$ cat config.mk
export PLATFORM = sky130hd
export DESIGN_NAME = fetch_queue
export DESIGN_NICKNAME = d
export VERILOG_FILES = /design/src/rtl/fetch_queue_pkg.sv /design/src/rtl/fetch_queue_sync_fifo.sv /design/src/rtl/fetch_queue.sv
export SDC_FILE = /design/constraint.sdc
export NUM_CORES = 1
export LEC_CHECK = 0
export ABC_AREA = 1
export CAP_MARGIN = 20
export CORE_AREA = 4 4 220 222
export CTS_CLUSTER_SIZE = 24
export DETAILED_ROUTE_END_ITERATION = 12
export DIE_AREA = 0 0 224 226
export GPL_ROUTABILITY_DRIVEN = 0
export MAX_ROUTING_LAYER = met4
export PLACE_DENSITY = 0.53
export SYNTH_ARGS = -nofsm -noshare
export SYNTH_HDL_FRONTEND = slang
export SYNTH_SLANG_ARGS = --single-unit
$ cat constraint.sdc
create_clock -name clk -period 5.13 [get_ports clk]
set_input_delay 1.2825 -clock clk [delete_from_list [all_inputs] [get_ports clk]]
set_output_delay 1.2825 -clock clk [all_outputs]
set_load 0.02 [all_outputs]
$ cat src/rtl/fetch_queue_pkg.sv
// Shared definitions for the instruction prefetch queue.
package fetch_queue_pkg;

    localparam int unsigned WordWidth = 32;
    localparam logic [31:0] ResetPcDefault = 32'h0000_0000;

    // IDLE may issue, WAIT expects a response to keep, DISCARD expects one to drop.
    typedef enum logic [1:0] {
        StIdle    = 2'd0,
        StWait    = 2'd1,
        StDiscard = 2'd2
    } fetch_state_e;

endpackage

$ cat src/rtl/fetch_queue_sync_fifo.sv
// Synchronous FIFO holding {pc+4, instr} pairs; head is read combinationally.
module fetch_queue_sync_fifo #(
    parameter int unsigned Width = 64,
    parameter int unsigned Depth = 4
) (
    input  logic                    clk_i,
    input  logic                    rst_i,
    input  logic                    clear_i,
    input  logic                    push_i,
    input  logic                    pop_i,
    input  logic [Width-1:0]        wdata_i,
    output logic [Width-1:0]        rdata_o,
    output logic [$clog2(Depth):0]  count_o
);

    localparam int unsigned PtrW = $clog2(Depth);

    logic [Width-1:0] mem_q [Depth];
    logic [PtrW-1:0]  wptr_q, wptr_d;
    logic [PtrW-1:0]  rptr_q, rptr_d;
    logic [PtrW:0]    count_q, count_d;
    logic             do_pop;

    // Popping an empty queue is a no-op.
    assign do_pop  = pop_i && (count_q != '0);
    assign rdata_o = mem_q[rptr_q];
    assign count_o = count_q;

    // Pointer and occupancy update; clear overrides push and pop.
    always_comb begin
        wptr_d  = wptr_q;
        rptr_d  = rptr_q;
        count_d = count_q;
        if (clear_i) begin
            wptr_d  = '0;
            rptr_d  = '0;
            count_d = '0;
        end else begin
            if (push_i) wptr_d = wptr_q + PtrW'(1);
            if (do_pop) rptr_d = rptr_q + PtrW'(1);
            if (push_i && !do_pop) begin
                count_d = count_q + (PtrW + 1)'(1);
            end else if (!push_i && do_pop) begin
                count_d = count_q - (PtrW + 1)'(1);
            end
        end
    end

    // Pointer and occupancy registers.
    always_ff @(posedge clk_i) begin
        if (rst_i) begin
            wptr_q  <= '0;
            rptr_q  <= '0;
            count_q <= '0;
        end else begin
            wptr_q  <= wptr_d;
            rptr_q  <= rptr_d;
            count_q <= count_d;
        end
    end

    // Storage write; no reset needed because the head is masked while empty.
    always_ff @(posedge clk_i) begin
        if (push_i && !clear_i) mem_q[wptr_q] <= wdata_i;
    end

    // Only one request is ever in flight and it is issued only with room left.
    always_ff @(posedge clk_i) begin
        if (!rst_i) assert (!(push_i && (count_q == (PtrW + 1)'(Depth))));
    end

endmodule

$ cat src/rtl/fetch_queue.sv
// Instruction prefetch: one outstanding imem request, results queued as {pc+4, instr}.
module fetch_queue #(
    parameter int unsigned      DEPTH    = 4,
    parameter int unsigned      WORD     = fetch_queue_pkg::WordWidth,
    parameter logic [WORD-1:0]  RESET_PC = WORD'(fetch_queue_pkg::ResetPcDefault)
) (
    input  logic                     clk,
    input  logic                     rst,
    input  logic                     redirect,
    input  logic [WORD-1:0]          redirect_pc,
    output logic                     imem_req,
    output logic [WORD-1:0]          imem_addr,
    input  logic                     imem_ready,
    input  logic                     imem_rvalid,
    input  logic [WORD-1:0]          imem_rdata,
    input  logic                     deq,
    output logic                     out_valid,
    output logic [WORD-1:0]          out_instr,
    output logic [WORD-1:0]          out_pcplus4,
    output logic [$clog2(DEPTH):0]   count
);

    import fetch_queue_pkg::*;

    localparam int unsigned CntW = $clog2(DEPTH) + 1;

    fetch_state_e      state_q, state_d;
    logic [WORD-1:0]   fetch_pc_q, fetch_pc_d;
    logic [WORD-1:0]   issued_pc_q, issued_pc_d;
    logic              push;
    logic              pop;
    logic              empty;
    logic              has_room;
    logic [2*WORD-1:0] head;
    logic [CntW-1:0]   fifo_count;
    logic              unused_redirect_lsbs;

    // Redirect targets are forced to word alignment.
    assign unused_redirect_lsbs = ^redirect_pc[1:0];

    assign empty       = (fifo_count == '0);
    assign has_room    = (fifo_count < CntW'(DEPTH));
    assign pop         = deq && !empty && !redirect;
    assign imem_addr   = fetch_pc_q;
    assign out_valid   = !rst && !empty;
    assign out_instr   = out_valid ? head[WORD-1:0] : '0;
    assign out_pcplus4 = out_valid ? head[2*WORD-1:WORD] : '0;
    assign count       = fifo_count;

    // Request/response FSM plus redirect handling of the fetch PC.
    always_comb begin
        state_d     = state_q;
        fetch_pc_d  = fetch_pc_q;
        issued_pc_d = issued_pc_q;
        imem_req    = 1'b0;
        push        = 1'b0;
        case (state_q)
            StIdle: begin
                imem_req = !rst && !redirect && has_room;
                if (imem_req && imem_ready) begin
                    issued_pc_d = fetch_pc_q;
                    fetch_pc_d  = fetch_pc_q + WORD'(4);
                    state_d     = StWait;
                end
            end
            StWait: begin
                if (imem_rvalid) begin
                    push    = !redirect;
                    state_d = StIdle;
                end else if (redirect) begin
                    state_d = StDiscard;
                end
            end
            StDiscard: begin
                if (imem_rvalid) state_d = StIdle;
            end
            default: state_d = StIdle;
        endcase
        if (redirect) fetch_pc_d = {redirect_pc[WORD-1:2], 2'b00};
    end

    // FSM and PC registers.
    always_ff @(posedge clk) begin
        if (rst) begin
            state_q     <= StIdle;
            fetch_pc_q  <= {RESET_PC[WORD-1:2], 2'b00};
            issued_pc_q <= '0;
        end else begin
            state_q     <= state_d;
            fetch_pc_q  <= fetch_pc_d;
            issued_pc_q <= issued_pc_d;
        end
    end

    fetch_queue_sync_fifo #(
        .Width (2 * WORD),
        .Depth (DEPTH)
    ) u_fifo (
        .clk_i   (clk),
        .rst_i   (rst),
        .clear_i (redirect),
        .push_i  (push),
        .pop_i   (pop),
        .wdata_i ({issued_pc_q + WORD'(4), imem_rdata}),
        .rdata_o (head),
        .count_o (fifo_count)
    );

endmodule

==> summary.md, run 1 <==
| Metric | Value |
|---|---|
| R2R setup slack | approximately 2900 ps |
| PostCTS Resize Cnt | 0 |
| Top post-synthesis cells by area | edfxtp_1 54%, dfxtp_1 10%, nor2_1 9.1%, o21ai_0 6.0%, a21oi_1 4.1% |
| Largest net degree at the start of global routing | approximately 130 |
| Clk sink count | around 320 |
| Hold path cells | 2 |
| Final ANT Viol Nets | 0 |
| Io pins | about 170 |
| Critical R2R Launch | state_q[0] |
| Slew margin rel. | 36.2% |
| TritonRoute pass-1 iters | 5 |
| Clk slew on worst S/H paths | 50 ps |
| DRC Markers | 0 |
| Area of the mapped netlist | 0.0138 sq mm |
| PwrDens | ~320 mW/mm^2 |
| Core area | around 0.046 sq mm |
| Commonest cells in the synthesized netlist | 335 x nor2_1, 248 x edfxtp_1, 165 x o21ai_0 |
| Horiz. Die Dim | 224 microns |
| Largest area contributor in the synthesized netlist | edfxtp_1 |
| Final setup viols | 0 |
| CTS Hold Buffers Added | 0 |
| Logic pwr share | about 4.7% |
| Initial antenna violation count | 0 |
| Min Tclk post-route | 4700 ps |
| Final hold violations | 0 |
| Diodes inserted | 0 |
| CTS H-tree lvls | 2 |
| Row count | a little under 80 |
| Vias in the first global route | ~10k |
| Clock network fraction of total power | between 40% and 50% |
| Starting Density | 29.7% |
| Max VDD drop | around 0.16 mV |
| Clock root buffer | clkbuf_16 |
| Share of layout cells above drive strength 1 | roughly 6.1% |
| Total congestion overflow | 0 |
| Main synth FF type | edfxtp_1 |
| Max Root-Sink Buffers | 3 |
| Vias | 10.1k |
| Outcome | complete, no violations |
| Slew Viols, Final | 0 |
| Max_cap viols | 0 |
| Final Skew | approximately 17 ps |
| Drt initial violations | 753 |
| Worst Path Max Fanout | 24 |
| Max frequency | roughly 210 MHz |
| Number of synthesized flops with an enable pin | about 250 |
| Yosys reg bits | approximately 320 |
| Die ar. | about 0.051 sq mm |
| Reg power frac | 51.1% |
| Post-Route WL | between 30000 and 40000 microns |
| Final Util | a little under two fifths |
| P&R area growth vs syn | 25.5% |
| CTS Buf Count | 36 |
| Setup bufs post-CTS | 0 |
| Placed Cells | between 2k and 2.5k |
| Setup TNS | 0 ps |
| Syn_area_per_cell | approximately 10 sq um |
| Lkg Pwr | 0.00586 uW |
| RSZ-0062 raised after global routing | false |
| DIE HEIGHT | between 200 and 250 microns |
| Distinct cell type count after synthesis | 36 |
| Critical Path End Type | primary output |
| Port Buf Inserts | between 150 and 200 |
| Sequential share of the synthesized area | 64.5% |
| Gate Count Post-Synth | about 1.4k |
| CTS tree | built |
| Vias/cell | roughly 4.7 |
| First-pass GRT wire length | 56700 microns |
| Reg2reg end | u_fifo.count_o[2] |
| Reg2reg path depth | 11 |
| Worst slew pin tran | about 960 ps |
| Net Sw Power | ~1200 uW |
| Yosys warns | 0 |
| Final nets | ~1.6k |
| Critical Path Start Type | input port |
| Worst setup path class | in2out |
| Synth top area share | ~54% |
| Final worst-path cycle share | approximately 92% |
| Crit path DAT | 3420 ps |
| Post-DP HPWL | 23100 microns |
| Hold crit path type | reg2reg |
| Hold_sp | u_fifo.rptr_q[1] |
| Total GRT Usage | between 10% and 20% |
| Count leader, synth | nor2_1 |
| Async set-or-reset flop fraction in the synthesized netlist | 0% |
| Non-filler cells, final | approximately 2.2k |
| Worst skew pair latency | 540 ps |
| Crit path required time | slightly below 4000 ps |
| Sw Ratio | a little over a fifth |
| Drt wl/cell | 17.0 microns |
| P_int | around 4400 uW |
==> metrics by stage <==
step                      setup WS (ps)  hold slack (ps)  power, uW  area [sq um]
after floorplan                     282              436       3020         13800
after global placement              369              449       3170         16100
after detailed placement            362              465       3170         16100
after CTS                           359              476       5680         17300
after global routing                273              512       5800         17300
final                               429              475       5590         17300
==> sequential cells by signal, indices dropped and copies added, names as in the netlist, named ones only <==
| register | flops |
|---|---|
| issued_pc_q | 30 |
| u_fifo.rptr_q | 2 |
| state_q | 2 |
| u_fifo.count_o | 3 |
| u_fifo.wptr_q | 2 |
| imem_addr | 30 |
| u_fifo.mem_q | 248 |
==> how the worst max path moves through the flow <==
stage                  start                  to  slack, ps  depth (start not counted)
finish                   rst       out_instr[30]        430                          6
detailed placement       rst       out_instr[30]        360                          6
global route             rst     out_pcplus4[10]        270                          6
global placement         rst     out_pcplus4[10]        370                          6
CTS                      rst       out_instr[30]        360                          6
floorplan           redirect  u_fifo.mem_q[0][0]        280                          4
==> critical path: stages <==
cell             delay, ps
clkdlybuf4s50_1        520
nor2_1                  90
inv_2                  440
buf_4                  410
a21oi_1                 90
clkdlybuf4s50_1        560
==> cell families (layout without fill, tap and decap cells) <==
| group | Yosys count | in the layout | synth area share [%] |
|---|---|---|---|
| fa+ha+maj | 8 | 8 | 0.782 |
| buf+inv | 137 | 313 | 4.11 |
| flops | 319 | 319 | 64.5 |
| other cells | 1 | 4 | 0.0273 |
| compound gates | 299 | 299 | 11.2 |
| xor+xnor | 38 | 38 | 2.42 |
| simple gates | 570 | 570 | 17.0 |
==> power groups by stage <==
stage | combinational [uW] | sequential [uW] | clock [uW]
floorplan | 109 | 2910 | 0
global placement | 260 | 2910 | 0
detailed placement | 264 | 2910 | 0
CTS | 266 | 2850 | 2560
global route | 290 | 2860 | 2650
finish | 263 | 2860 | 2470
==> area by class of cell <==
class	count	area, sq um
clock buffers	50	996
multi-input cells	919	4360
clock inverters	15	139
flip-flops and latches	319	8870
inverters	66	249
well taps	607	759
repair buffers	182	1880
fillers	4612	29100
==> cells in the final DEF, fill, tap and decap left out, types with 8 or more instances in the layout <==
cell	count
a21oi_1	113
a22oi_1	13
buf_12	8
buf_4	10
clkbuf_1	12
clkbuf_16	38
clkdlybuf4s50_1	164
dfxtp_1	69
edfxtp_1	248
inv_1	63
nand2_1	140
nand3_1	46
nand4_1	13
nor2_1	331
nor2_2	8
nor2_4	8
nor3_1	13
o21ai_0	165
xnor2_1	15
xor2_1	23
==> per-layer routing <==
metal / vias up / routed length, microns / GRT usage (%)
met3: 62 / 1890 / 2.34
li1: 5005 / - / -
met2: 295 / 16500 / 22.5
met4: 0 / 806 / 4.41
met5: - / 0 / -
met1: 4780 / 17500 / 20.1
No activity file was read; power rests on OpenSTA's default activity.
==> run 2: changes to the inputs <==
- SKIP_LAST_GASP: unset -> 1
==> results of run 2 <==
Final layout, timing and power as in run 1 (identical DEF).
